`src/rtl/vita_tx_flow_ctrl_pkg.sv`:
```
// vita_tx_flow_ctrl_pkg: context-word offsets, parser states and settings offsets
// shared by the flow-control endpoint and its context parser.
package vita_tx_flow_ctrl_pkg;

    localparam int SEQ_W = 12;

    localparam logic [2:0] W_HDR     = 3'd0;
    localparam logic [2:0] W_SID     = 3'd1;
    localparam logic [2:0] W_SECS    = 3'd2;
    localparam logic [2:0] W_FRAC_HI = 3'd3;
    localparam logic [2:0] W_FRAC_LO = 3'd4;
    localparam logic [2:0] W_MSG     = 3'd5;
    localparam logic [2:0] W_SEQ     = 3'd6;

    localparam logic [7:0] SR_WINDOW   = 8'd0;
    localparam logic [7:0] SR_STREAMID = 8'd1;
    localparam logic [7:0] SR_CLEAR    = 8'd2;

    typedef enum logic [2:0] {
        S_IDLE, S_TRANS, S_HDR, S_SID, S_TIME, S_MSG, S_SEQ, S_DRAIN
    } ctx_state_t;

    // Parser state that handles the context word at offset idx.
    function automatic ctx_state_t word_state(input logic [2:0] idx);
        return idx == W_HDR ? S_HDR :
               idx == W_SID ? S_SID :
               (idx == W_SECS || idx == W_FRAC_HI || idx == W_FRAC_LO) ? S_TIME :
               idx == W_MSG ? S_MSG :
               idx == W_SEQ ? S_SEQ : S_DRAIN;
    endfunction

endpackage

```
`src/rtl/vita_tx_flow_ctrl_if.sv`:
```
// vita_tx_flow_ctrl_if: 36-bit packet stream ([32]=SOF, [33]=EOF) with src/dst ready handshake.
interface vita_tx_flow_ctrl_if;
    logic [35:0] data;
    logic        src_rdy;
    logic        dst_rdy;
    modport master (output data, output src_rdy, input dst_rdy);
    modport slave  (input data, input src_rdy, output dst_rdy);
endinterface

```
`src/rtl/vita_tx_flow_ctrl_parser.sv`:
```
// vita_ctx_parser: walks context packets word by word and flags, at EOF, whether the
// packet was complete and addressed to our streamid.
module vita_ctx_parser
    import vita_tx_flow_ctrl_pkg::*;
#(
    parameter bit USE_TRANS_HEADER = 1'b0
) (
    input  logic             clk,
    input  logic             rst_n,
    input  logic             clr,
    input  logic [31:0]      streamid,
    input  logic [33:0]      data,
    input  logic             vld,
    output logic             good,
    output logic             strobe,
    output logic [31:0]      message,
    output logic [SEQ_W-1:0] seqnum,
    output ctx_state_t       state
);

    ctx_state_t       role, state_n;
    logic [2:0]       idx, idx_n, cur_idx;
    logic             bad, bad_n, sof, eof;
    logic [SEQ_W-1:0] seq_q;

    assign sof = data[32];
    assign eof = data[33];

    // role is what the current word is; an SOF always restarts the packet.
    always_comb begin
        role    = sof ? (USE_TRANS_HEADER ? S_TRANS : S_HDR) : state;
        cur_idx = role == S_HDR ? W_HDR : idx;
        idx_n   = role == S_TRANS ? W_HDR : cur_idx + {2'b00, cur_idx != 3'd7};
        bad_n   = (sof ? 1'b0 : bad) | (role == S_SID && data[31:0] != streamid);
        state_n = state;
        if (vld)
            state_n = (eof || role == S_IDLE) ? S_IDLE : word_state(idx_n);
        strobe  = vld & eof & (role != S_IDLE);
        good    = ~bad_n & (role == S_SEQ || role == S_DRAIN);
        seqnum  = role == S_SEQ ? data[SEQ_W-1:0] : seq_q;
    end

    always_ff @(posedge clk or negedge rst_n)
        if (!rst_n)
            state <= S_IDLE;
        else
            state <= clr ? S_IDLE : state_n;

    always_ff @(posedge clk or negedge rst_n)
        if (!rst_n) begin
            idx     <= W_HDR;
            bad     <= 1'b0;
            message <= '0;
            seq_q   <= '0;
        end else if (clr) begin
            idx <= W_HDR;
            bad <= 1'b0;
        end else if (vld) begin
            idx <= idx_n;
            bad <= bad_n;
            if (role == S_MSG) message <= data[31:0];
            if (role == S_SEQ) seq_q <= data[SEQ_W-1:0];
        end

endmodule

```
`src/rtl/vita_tx_flow_ctrl.sv`:
```
// vita_tx_flow_ctrl: decodes flow-ack / error context packets from the TX chain and
// holds outbound packets at SOF so at most `window` packets are unacknowledged.
module vita_tx_flow_ctrl
    import vita_tx_flow_ctrl_pkg::*;
#(
    parameter int BASE             = 0,
    parameter bit USE_TRANS_HEADER = 1'b0
) (
    input  logic                clk,
    input  logic                rst_n,
    input  logic                set_stb,
    input  logic [7:0]          set_addr,
    input  logic [31:0]         set_data,
    vita_tx_flow_ctrl_if.slave  ctx,
    vita_tx_flow_ctrl_if.slave  tx_in,
    vita_tx_flow_ctrl_if.master tx_out,
    output logic                err_stb,
    output logic [31:0]         err_code,
    output logic [SEQ_W-1:0]    err_seqnum,
    output logic [SEQ_W-1:0]    acked_seqnum,
    output logic [SEQ_W:0]      in_flight,
    output logic                stalled,
    output logic [31:0]         debug
);

    logic [SEQ_W-1:0] window, sent_seq, p_seqnum;
    logic [31:0]      streamid, p_message;
    logic             p_good, p_strobe, in_pkt, open, tx_acc, tx_eof;
    logic             wr_win, wr_sid, clr_cnt, report, unused_ok;
    ctx_state_t       p_state;

    assign wr_win  = set_stb && set_addr == 8'(BASE) + SR_WINDOW;
    assign wr_sid  = set_stb && set_addr == 8'(BASE) + SR_STREAMID;
    assign clr_cnt = wr_sid || (set_stb && set_addr == 8'(BASE) + SR_CLEAR);
    // A streamid write resets the parser, so a report finishing that cycle is dropped.
    assign report  = p_strobe & p_good & ~wr_sid;

    assign in_flight = {1'b0, sent_seq - acked_seqnum};
    assign open      = in_pkt || window == '0 || in_flight < {1'b0, window};
    assign tx_eof    = tx_in.data[33];
    assign tx_acc    = tx_in.src_rdy & tx_out.dst_rdy & open;
    assign stalled   = tx_in.src_rdy & ~in_pkt & ~open;

    assign tx_out.data    = tx_in.data;
    assign tx_out.src_rdy = tx_in.src_rdy & open;
    assign tx_in.dst_rdy  = tx_out.dst_rdy & open;
    assign ctx.dst_rdy    = 1'b1;
    assign unused_ok      = ^ctx.data[35:34];

    assign debug = {p_state, in_flight, sent_seq, in_pkt, open, err_stb, window == '0};

    vita_ctx_parser #(.USE_TRANS_HEADER(USE_TRANS_HEADER)) u_parser (
        .clk      (clk),
        .rst_n    (rst_n),
        .clr      (wr_sid),
        .streamid (streamid),
        .data     (ctx.data[33:0]),
        .vld      (ctx.src_rdy),
        .good     (p_good),
        .strobe   (p_strobe),
        .message  (p_message),
        .seqnum   (p_seqnum),
        .state    (p_state)
    );

    always_ff @(posedge clk or negedge rst_n)
        if (!rst_n) begin
            window   <= '0;
            streamid <= '0;
        end else begin
            if (wr_win) window <= set_data[SEQ_W-1:0];
            if (wr_sid) streamid <= set_data;
        end

    // in_pkt survives counter clears so an in-progress packet is never cut.
    always_ff @(posedge clk or negedge rst_n)
        if (!rst_n) begin
            in_pkt       <= 1'b0;
            sent_seq     <= '0;
            acked_seqnum <= '0;
        end else begin
            if (tx_acc) in_pkt <= ~tx_eof;
            sent_seq     <= clr_cnt ? '0 : sent_seq + {{SEQ_W-1{1'b0}}, tx_acc & tx_eof};
            acked_seqnum <= clr_cnt ? '0 : (report && p_message == '0) ? p_seqnum : acked_seqnum;
        end

    always_ff @(posedge clk or negedge rst_n)
        if (!rst_n) begin
            err_stb    <= 1'b0;
            err_code   <= '0;
            err_seqnum <= '0;
        end else begin
            err_stb <= report && p_message != '0;
            if (report && p_message != '0) begin
                err_code   <= p_message;
                err_seqnum <= p_seqnum;
            end
        end

endmodule
```
`src/flat_wrapper.sv`:
```
// flat-port wrapper written by rule: the top's interface ports become plain ports
module vita_tx_flow_ctrl_flat import vita_tx_flow_ctrl_pkg::*;
#(
    parameter int BASE             = 0,
    parameter bit USE_TRANS_HEADER = 1'b0
)
  (clk, rst_n, set_stb, set_addr, set_data, err_stb, err_code, err_seqnum, acked_seqnum, in_flight, stalled, debug, ctx_data, ctx_src_rdy, ctx_dst_rdy, tx_in_data, tx_in_src_rdy, tx_in_dst_rdy, tx_out_data, tx_out_src_rdy, tx_out_dst_rdy);
  vita_tx_flow_ctrl_if ctx_i ();
  vita_tx_flow_ctrl_if tx_in_i ();
  vita_tx_flow_ctrl_if tx_out_i ();
  input  logic clk;
  input  logic rst_n;
  input  logic set_stb;
  input  logic [7:0] set_addr;
  input  logic [31:0] set_data;
  output logic err_stb;
  output logic [31:0] err_code;
  output logic [SEQ_W-1:0] err_seqnum;
  output logic [SEQ_W-1:0] acked_seqnum;
  output logic [SEQ_W:0] in_flight;
  output logic stalled;
  output logic [31:0] debug;
  input wire logic [$bits(ctx_i.data)-1:0] ctx_data;
  input wire logic [$bits(ctx_i.src_rdy)-1:0] ctx_src_rdy;
  output wire logic [$bits(ctx_i.dst_rdy)-1:0] ctx_dst_rdy;
  input wire logic [$bits(tx_in_i.data)-1:0] tx_in_data;
  input wire logic [$bits(tx_in_i.src_rdy)-1:0] tx_in_src_rdy;
  output wire logic [$bits(tx_in_i.dst_rdy)-1:0] tx_in_dst_rdy;
  output wire logic [$bits(tx_out_i.data)-1:0] tx_out_data;
  output wire logic [$bits(tx_out_i.src_rdy)-1:0] tx_out_src_rdy;
  input wire logic [$bits(tx_out_i.dst_rdy)-1:0] tx_out_dst_rdy;
  assign ctx_i.data = ctx_data;
  assign ctx_i.src_rdy = ctx_src_rdy;
  assign ctx_dst_rdy = ctx_i.dst_rdy;
  assign tx_in_i.data = tx_in_data;
  assign tx_in_i.src_rdy = tx_in_src_rdy;
  assign tx_in_dst_rdy = tx_in_i.dst_rdy;
  assign tx_out_data = tx_out_i.data;
  assign tx_out_src_rdy = tx_out_i.src_rdy;
  assign tx_out_i.dst_rdy = tx_out_dst_rdy;
  vita_tx_flow_ctrl #(.BASE(BASE), .USE_TRANS_HEADER(USE_TRANS_HEADER)) u_core (.clk(clk), .rst_n(rst_n), .set_stb(set_stb), .set_addr(set_addr), .set_data(set_data), .ctx(ctx_i), .tx_in(tx_in_i), .tx_out(tx_out_i), .err_stb(err_stb), .err_code(err_code), .err_seqnum(err_seqnum), .acked_seqnum(acked_seqnum), .in_flight(in_flight), .stalled(stalled), .debug(debug));
endmodule
```
`config.mk`:
```
export PLATFORM = sky130hd
export DESIGN_NAME = vita_tx_flow_ctrl_flat
export DESIGN_NICKNAME = d
export VERILOG_FILES = /design/src/rtl/vita_tx_flow_ctrl_pkg.sv /design/src/rtl/vita_tx_flow_ctrl_if.sv /design/src/rtl/vita_tx_flow_ctrl_parser.sv /design/src/rtl/vita_tx_flow_ctrl.sv /design/src/flat_wrapper.sv
export SDC_FILE = /design/constraint.sdc
export NUM_CORES = 1
export LEC_CHECK = 0
export CORE_MARGIN = 2
export CORE_UTILIZATION = 49
export CTS_BUF_LIST = sky130_fd_sc_hd__clkbuf_8
export DETAILED_ROUTE_END_ITERATION = 8
export GPL_TIMING_DRIVEN = 0
export PLACE_DENSITY = 0.85
export SLEW_MARGIN = 10
export SYNTH_ARGS = -nofsm -noshare
export SYNTH_HDL_FRONTEND = slang
export SYNTH_HIERARCHICAL = 1
export SYNTH_SLANG_ARGS = --single-unit
```
`constraint.sdc`:
```
create_clock -name clk -period 6.2 [get_ports clk]
set_input_delay 1.86 -clock clk [delete_from_list [all_inputs] [get_ports clk]]
set_output_delay 1.86 -clock clk [all_outputs]
set_load 0.02 [all_outputs]
```
# After elaboration in Yosys (flattened, before gate mapping)
# Cells that the tools add are included.
classes:
  n_addsub: 3
  order_cmp: 1
  n_eq_ne: 16
  n_mux: 20
  n_bitwise: 18
  reduce_logical: 24
ops:
  columns: ["op", "n"]
  rows:
  - ["$mux 12", 4]
  - ["$logic_not 32->1", 1]
  - ["$ne 32x32->1", 1]
  - ["$reduce_bool 32->1", 1]
  - ["$mux 3", 10]
  - ["$eq 3x3->1 const B", 6]
  - ["$add 12x1->12", 1]
  - ["$and 1x1->1", 12]
  - ["$eq 3x2->1 const B", 4]
  - ["$logic_not 12->1", 1]
  - ["$lt 12x12->1", 1]
  - ["$sub 12x12->12", 1]
  - ["$eq 8x1->1 const B", 1]
  - ["$eq 8x2->1 const B", 1]
  - ["$logic_not 8->1", 1]
  - ["$logic_or 1x1->1", 7]
  - ["$eq 3x1->1 const B", 2]
  - ["$logic_and 1x1->1", 6]
  - ["$logic_not 3->1", 2]
  - ["$not 1->1", 5]
  - ["$mux 1", 4]
  - ["$mux 2", 2]
  - ["$reduce_bool 2->1", 2]
  - ["$add 3x1->3", 1]
  - ["other kinds (5)", 5]
totals:
  reg_bits: 165
  input_bits: 118
  out_inout_bits: 142
  elab_cells: 95

# Depth between registers and ports, before layout
# Gate-level depths: netlist of run 1.
depth:
  word_depth: 15
  mapped_depth: 20
  ltp_nobuf: 20

# Modules after synthesis
# Netlist of run 1, hierarchy kept.
by_module_without_submodules:
  columns: ["module", "instances", "cells_each", "area_each_um2", "seq_area_each_um2"]
  rows:
  - ["vita_tx_flow_ctrl", 1, 515, 5880.6, 2852.7]
  - ["vita_ctx_parser", 1, 227, 2803.9, 1276.2]

# Worst setup path before layout of run 1
# No wires, ideal clock.
synth_path:
  path_kind: "register -> output"
  start: "register u_core.sent_seq[0]"
  end: "output port tx_in_dst_rdy"
  arrival_time_ns: 3.690
  required_time_ns: 4.340
  slack_ns: 0.650
  path_stages_with_launch: 15
  n_path_buf: 0
  cell_sequence: "dfrtp_1 > inv_1 > ha_1 > fa_1 > nand2b_1 > a21oi_1 > o21ai_0 > a21oi_1 > xor2_1 > ha_1 > and3_1 > a22o_1 > a2111oi_2 > a2111oi_2 > nor2b_1"
synth_between:
  elab_chain_len: 4
synth_rtl:
  columns: ["item", "line", "source"]
  rows:
  - ["from (decl)", "vita_tx_flow_ctrl.sv:26", "logic [SEQ_W-1:0] window, sent_seq, p_seqnum;"]
  - ["from (signal assigned)", "vita_tx_flow_ctrl.sv:83", "sent_seq <= clr_cnt ? '0 : sent_seq + {{SEQ_W-1{1'b0}}, tx_acc & tx_eof};"]
  - ["$sub 12x12->12", "vita_tx_flow_ctrl.sv:38", "assign in_flight = {1'b0, sent_seq - acked_seqnum};"]
  - ["net debug[24]", "flat_wrapper.sv:22", "output logic [31:0] debug;"]
  - ["$lt 12x12->1", "vita_tx_flow_ctrl.sv:39", "assign open = in_pkt || window == '0 || in_flight < {1'b0, window};"]
  - ["$logic_or 1x1->1", "vita_tx_flow_ctrl.sv:39", null]
  - ["$and 1x1->1", "vita_tx_flow_ctrl.sv:46", "assign tx_in.dst_rdy = tx_out.dst_rdy & open;"]
  - ["to (decl)", "flat_wrapper.sv:28", "output wire logic [$bits(tx_in_i.dst_rdy)-1:0] tx_in_dst_rdy;"]
# The timed path passes the listed nets, and every way through them passes these cells.

# Final worst setup path of run 1
layout_path:
  start: "register u_core.acked_seqnum[0]"
  end: "output port debug[2]"
layout_between:
  elab_chain_len: 3
layout_rtl:
  columns: ["item", "line", "source"]
  rows:
  - ["from (decl)", "vita_tx_flow_ctrl.sv:20", "output logic [SEQ_W-1:0] acked_seqnum,"]
  - ["from (signal assigned)", "vita_tx_flow_ctrl.sv:84", "acked_seqnum <= clr_cnt ? '0 : (report && p_message == '0) ? p_seqnum : acked_seqnum;"]
  - ["$sub 12x12->12", "vita_tx_flow_ctrl.sv:38", null]
  - ["$lt 12x12->1", "vita_tx_flow_ctrl.sv:39", null]
  - ["$logic_or 1x1->1", "vita_tx_flow_ctrl.sv:39", null]
  - ["to (decl)", "flat_wrapper.sv:22", null]
# No other way between the ends.

==> results of run 1 <==
[how the worst min path moves through the flow]
| stage | cells after the start | startpoint | end | slack (ns) |
|---|---|---|---|---|
| floorplan | 2 | u_core/u_parser/seq_q[10] | u_core/u_parser/seq_q[10] | 0.44 |
| global placement | 2 | u_core/u_parser/seq_q[10] | u_core/u_parser/seq_q[10] | 0.46 |
| detailed placement | 2 | u_core/u_parser/seq_q[10] | u_core/u_parser/seq_q[10] | 0.47 |
| CTS | 2 | u_core/u_parser/seq_q[2] | u_core/u_parser/seq_q[2] | 0.49 |
| global route | 2 | u_core/u_parser/seq_q[9] | u_core/u_parser/seq_q[9] | 0.52 |
| finish | 2 | u_core/u_parser/seq_q[10] | u_core/u_parser/seq_q[10] | 0.48 |
[repair_timing]
action / CTS / global route
endpoints found under the setup margin: 4 / 4
resized for setup: 7 / 3
pin swaps: 0 / 2
buffers inserted: 1 / 1
[power by group through the flow]
| stage | clock network (W) | registers (W) | logic (W) |
|---|---|---|---|
| 2_1_floorplan | 0 | 0.00135 | 0.000913 |
| 3_3_place_gp | 0 | 0.00135 | 0.00153 |
| 3_5_place_dp | 0 | 0.00135 | 0.00157 |
| 4_1_cts | 0.000770 | 0.00133 | 0.00160 |
| 5_1_grt | 0.000819 | 0.00136 | 0.00173 |
| 6_report | 0.000755 | 0.00134 | 0.00162 |
[worst min-delay path, stage by stage (launching register included)]
cell     delay (ns)
dfrtp_1        0.35
nand2_1        0.05
nand2_1        0.05
[registers in the layout, summed over array words and instances, names as in the netlist, 3 cells and up]
register	flops
u_core/err_code	32
u_core/sent_seq	12
u_core/acked_seqnum	12
u_core/u_parser/message	32
u_core/u_parser/seq_q	12
u_core/u_parser/state	3
u_core/window	12
u_core/streamid	32
u_core/err_seqnum	12
u_core/u_parser/idx	3
[cell usage after synthesis (2+ instances only)]
master     number
conb_1          2
nor2b_1         6
ha_1           26
buf_2           5
xor2_1         43
clkbuf_1        5
xnor2_1         7
nor3_2          2
mux2_2         78
buf_4          58
nand3_1        12
or3_1           2
a21oi_1        18
nor3b_2         3
o211ai_1        2
and3_1          4
o21ai_0        21
mux2i_1        12
inv_1          29
a21o_1          7
nand2_1        85
nand4b_4        2
o2111ai_1       2
a2111oi_2       2
dfrtp_1       165
and2b_1         2
nor2_1         23
and2_1          4
nand4_1         7
nor4_1         22
mux2_1          3
buf_6           7
nand2b_1       10
mux2_4         40
nor3_1          4
nand3b_1        4
[routing by layer]
layer,wire length (µm),vias up,track usage,part of all wire
met1,9620,3173,0.325,0.43
met4,401,2,0.0727,0.018
li1,-,2980,-,-
met3,1330,33,0.0515,0.060
met2,10900,249,0.383,0.49
met5,12,-,0,0.00054
[stage by stage]
stage / worst slack (ns) / total power, W / TNS, ns / cells
5_1_grt: 0.0323 / 0.00391 / 0 / 1221
3_3_place_gp: -3.40 / 0.00288 / -559.42 / 1186
4_1_cts: 0.0985 / 0.00371 / 0 / 1220
6_report: 0.233 / 0.00371 / 0 / 1221
3_5_place_dp: 0.266 / 0.00293 / 0 / 1187
2_1_floorplan: 0.650 / 0.00226 / 0 / 743
[area by class of cell]
type	instances	area, µm²
Fill cell	1309	5670
Sequential cell	165	4130
Multi-Input combinational cell	473	3930
Timing Repair Buffer	221	2220
Buffer	76	572
Tap cell	225	282
Clock buffer	19	262
Clock inverter	13	123
Inverter	29	109
[cells by family after synthesis]
| logic type | Yosys count |
|---|---|
| compound gates | 59 |
| xor+xnor | 51 |
| fa+ha+maj | 27 |
| buf+inv | 105 |
| flops | 165 |
| mux | 133 |
| other cells | 2 |
| simple gates | 200 |
==> run metrics, run 1 <==
run status=completed; total core area=17300 µm²; highest clock rate=about 170 MHz; unrepaired setup endpoints after global routing=false; sw power=~0.0013 W; Period minus WS final=just under 6 ns; Critical Path RT=between 4 and 5 ns; crit path capture type=output port; buffer depth of the longest clock path=2; Critical Path AT=4.11 ns; CTS buffer count=17; clk_skew=0.0186 ns; Simple-Gate Fraction of Synth Area=0.122; reg2reg path depth=19; PD cells=between 300 and 400 nW/µm²; Hold Crit Class=flop to flop; CP max stage delay=0.45 ns; initial antenna violation count=1; leakage power figure=5.70 nW; IO Pins=between 200 and 300; Post-Synth XOR/XNOR Area=0.0523; Layout Utilization=0.672; relative slew slack=0.592; share of post-route cells with drive strength above 1=0.246; largest family of logic cells by synthesized area=multiplexers; Synth Area in Compound Gates=0.0429; sequential share of power=0.360; synthesized flop and latch total=about 170; Synth async-reset ratio=1.00; Post-synth EDFFs=0; number of vias per cell=~5.3; final period utilization=0.962; worst slew pin tran=~0.6 ns; Min Hold Slack=0.483 ns; post-route ant nets=0; die area=between 15000 and 20000 µm²; CP startpoint kind=flop; Synth area leaders=dfrtp_1 48%, mux2_2 10%, mux2_4 6.9%; sequential fraction of the synthesis area=0.475; Critical R2R Capture=u_core/sent_seq[10]; Distinct cells, synth=54; Syn. warnings=6; max_cap viols=0; vias in the first global route=between 6000 and 7000; Switching Share=0.359; area of placed instances=about 11000 µm²; CTS sink cnt=around 170; reg2reg start=u_core/acked_seqnum[0]; worst-path maximum fanout=5; cell area after synthesis=between 8000 and 9000 µm²; Crit path depth=15; Finished Cell Area=approximately 12000 µm²; Top delay family on crit path=compound AO/OA/AOI/OAI gates; multiplexer area fraction after synthesis=0.188; Buf/Inv on CP=3; remaining design rule violation count=0; most used cell along the critical path=ha_1; routed wire length=about 22 mm; Mapped Cells=742; maximum VDD drop=224 µV; synth-to-layout area growth=33.9%; Comb power frac=0.436; total number of vias=roughly 6400; Clock power frac=0.204; CP Cell Sequence=ha_1 > fa_1 > nand2b_4 > a21oi_2 > o21ai_0 > a21oi_1 > xor2_1 > ha_1 > and3_1 > o2111ai_1 > a21o_1 > a2111oi_4 > inv_1 > buf_4 > dlygate4sd2_1; GPL Wtd Cong=0.854; die width=roughly 140 µm; commonest register cell after synthesis=dfrtp_1; Clock transition at path regs=~0.09 ns; CTS H-tree lvls=4; Critical-path top delay cell=a2111oi_4; Overflow after GRT=0; cts hold-fix bufs=0; Setup Crit Path Kind=flop to output port; Root Buffer Master=clkbuf_8; most common cell after layout, fill and taps aside=clkdlybuf4s50_1; most frequent cells in the layout=213 x clkdlybuf4s50_1, 165 x dfrtp_1, 85 x nand2_1; Starting Density=0.502; Clock Latency Late Sink=0.46 ns; Final Setup Violations=0; Critical Path End=debug[2]; 1st-iter DRT viols=around 440; Pint=0.00238 W; CTS tree=done; drt wl/cell=approximately 18 µm; R2R setup slack=approximately 1.1 ns; largest net degree at the start of global routing=87; global-route wire length before repair=~34 mm; final hold vios=0; DP HPWL=approximately 17 mm; dominant cell type by area after synthesis=dfrtp_1; adder-cell share of the synthesized area=0.0398; top cell type's share of synthesized area=0.475; Syn Area/Cell=roughly 12 µm²; IO buf count=around 220; fin. max-slew vios=0; row count=48; CP startpoint=u_core/acked_seqnum[0]; Final nets=~1100; drt pass-1 iters=5; # diodes=0; GRT Util Overall=0.239; Die Ht=approximately 140 µm
Power figures use the tool's default switching activity.
==> inputs of run 2 (changes only) <==
--- a/config.mk
+++ b/config.mk
@@ -11,7 +11,6 @@
 export DETAILED_ROUTE_END_ITERATION = 8
 export GPL_TIMING_DRIVEN = 0
 export PLACE_DENSITY = 0.85
-export SLEW_MARGIN = 10
 export SYNTH_ARGS = -nofsm -noshare
 export SYNTH_HDL_FRONTEND = slang
 export SYNTH_HIERARCHICAL = 1
==> run metrics, run 2 (synthesis gave the netlist of run 1 again) <==
run status=completed; worst slew pin tran=around 0.62 ns; Overflow after GRT=0; most frequent cells in the layout=213 x clkdlybuf4s50_1, 165 x dfrtp_1, 85 x nand2_1; post-route ant nets=0; Period minus WS final=approximately 6 ns; share of post-route cells with drive strength above 1=0.247; Min Hold Slack=just under 0.5 ns; die width=roughly 140 µm; routed wire length=about 23 mm; CTS sink cnt=between 150 and 200; Die Ht=roughly 140 µm; 1st-iter DRT viols=532; unrepaired setup endpoints after global routing=false; Clock transition at path regs=approximately 0.090 ns; Critical Path RT=approximately 4.3 ns; Final nets=about 1100; vias in the first global route=around 6500; total number of vias=6458; row count=48; DP HPWL=about 17 mm; cts hold-fix bufs=0; drt wl/cell=between 15 and 20 µm; PD cells=324 nW/µm²; # diodes=0; Starting Density=0.502; GPL Wtd Cong=about 0.85; leakage power figure=between 5 and 6 nW; Critical-path top delay cell=dfrtp_1; CP max stage delay=roughly 0.43 ns; CTS H-tree lvls=4; synth-to-layout area growth=34.4%; die area=approximately 19000 µm²; Critical Path AT=between 4 and 5 ns; Final Setup Violations=0; highest clock rate=roughly 170 MHz; Setup Crit Path Kind=flop to output port; IO Pins=260; CTS tree=done; Clock Latency Late Sink=roughly 0.46 ns; Regs by FF count=u_core/err_code (32), u_core/streamid (32), u_core/u_parser/message (32); IO buf count=roughly 220; remaining design rule violation count=0; drt pass-1 iters=4; Hold Crit Class=flop to flop; final hold vios=0; max_cap viols=0; relative slew slack=0.583; crit path capture type=output port; number of vias per cell=around 5.3; fin. max-slew vios=0; GRT Util Overall=0.241; CP startpoint kind=flop; total core area=about 17000 µm²; final period utilization=0.968; worst-path maximum fanout=6; CTS buffer count=17; CP Cell Sequence=ha_1 > fa_2 > nand2b_4 > a21oi_2 > o21ai_0 > a21oi_1 > xor2_1 > ha_1 > and3_1 > a22o_1 > a2111oi_4 > a2111oi_4 > and2_1 > dlygate4sd2_1; buffer depth of the longest clock path=2; dpl cells=between 1000 and 1500; clk_skew=roughly 0.012 ns; initial antenna violation count=2; Root Buffer Master=clkbuf_8; final setup TNS=0 ns; Layout Cells excl Fill=between 1000 and 1500; global-route wire length before repair=approximately 34 mm; largest net degree at the start of global routing=approximately 130; maximum VDD drop=222 µV; most common cell after layout, fill and taps aside=clkdlybuf4s50_1
## run 2: cell types whose count changed in the layout (fill, tap and decap cells not counted)
cell	before	now
bufinv_16	1	3
clkinv_4	4	2
buf_4	60	61
clkbuf_8	20	19
clkinvlp_4	1	2
fa_1	1	0
fa_2	0	1
xnor2_1	6	7
xnor2_2	2	1
## run 2: final timing paths
| check | from | to | slack [ns] | depth (start not counted) |
|---|---|---|---|---|
| max in group asynchronous | rst_n | u_core/err_code[8] | 4.03 | 2 |
| min | u_core/u_parser/seq_q[8] | u_core/u_parser/seq_q[8] | 0.49 | 2 |
| max reg2reg | u_core/acked_seqnum[0] | u_core/sent_seq[8] | 1.30 | 18 |
| min reg2reg | u_core/u_parser/seq_q[8] | u_core/u_parser/seq_q[8] | 0.49 | 2 |
| min in group asynchronous | rst_n | u_core/sent_seq[11] | 1.28 | 1 |
| max | u_core/acked_seqnum[0] | stalled | 0.20 | 14 |
## run 2: power breakdown
part	switching, W	internal, W	leakage, nW	total, W
sequential	0.000127	0.00121	2.22	0.00134
combinational	0.000796	0.000823	3.28	0.00162
clock	0.000414	0.000413	0.210	0.000827
## run 2: critical path, delay by kind of cell, from the launching register on
family                   cells  cell delay [ns]
AO/OA/AOI/OAI                6             1.29
XOR/XNOR                     1             0.23
adder cells (fa/ha/maj)      3             0.89
buffers and inverters        1             0.31
flip-flops                   1             0.43
AND/OR/NAND/NOR              3             0.53
## run 2: per-layer routing
layer  vias up  share of wire  track usage
met2       238           0.49        0.398
met4         4          0.019       0.0796
li1       2987              -            -
met1      3190           0.43        0.320
met5         -         0.0011            0
met3        39          0.055       0.0474
## run 2: timing repair
item / 4_1_cts / 5_1_grt
gates cloned: 0 / 0
endpoints found under the setup margin: 4 / 4
gates resized for setup: 7 / 3
buffers inserted: 1 / 2
pin swaps: 0 / 2
## run 2: cell type report
type,instances,area [µm²]
Clock buffer,18,248
Inverter,29,109
Timing Repair Buffer,222,2230
Multi-Input combinational cell,473,3930
Sequential cell,165,4130
Buffer,76,572
Fill cell,1304,5630
Clock inverter,14,173
Tap cell,225,282
## run 2: metrics by stage
step / utilization / power (W) / setup slack (ns) / cell area [µm²]
6_report: 0.675 / 0.00378 / 0.198 / 11700
3_5_place_dp: 0.647 / 0.00293 / 0.250 / 11200
3_3_place_gp: 0.645 / 0.00288 / -3.40 / 11200
2_1_floorplan: - / 0.00226 / 0.650 / 8690
4_1_cts: 0.673 / 0.00378 / 0.0792 / 11600
5_1_grt: 0.675 / 0.00397 / 0.0144 / 11700
==> inputs of run 3 (changes only) <==
--- a/config.mk
+++ b/config.mk
@@ -11,6 +11,7 @@
 export DETAILED_ROUTE_END_ITERATION = 8
 export GPL_TIMING_DRIVEN = 0
 export PLACE_DENSITY = 0.85
+export SLEW_MARGIN = 20
 export SYNTH_ARGS = -nofsm -noshare
 export SYNTH_HDL_FRONTEND = slang
 export SYNTH_HIERARCHICAL = 1
==> results of run 3 <==
Final layout, timing and power as in run 1 (identical DEF).
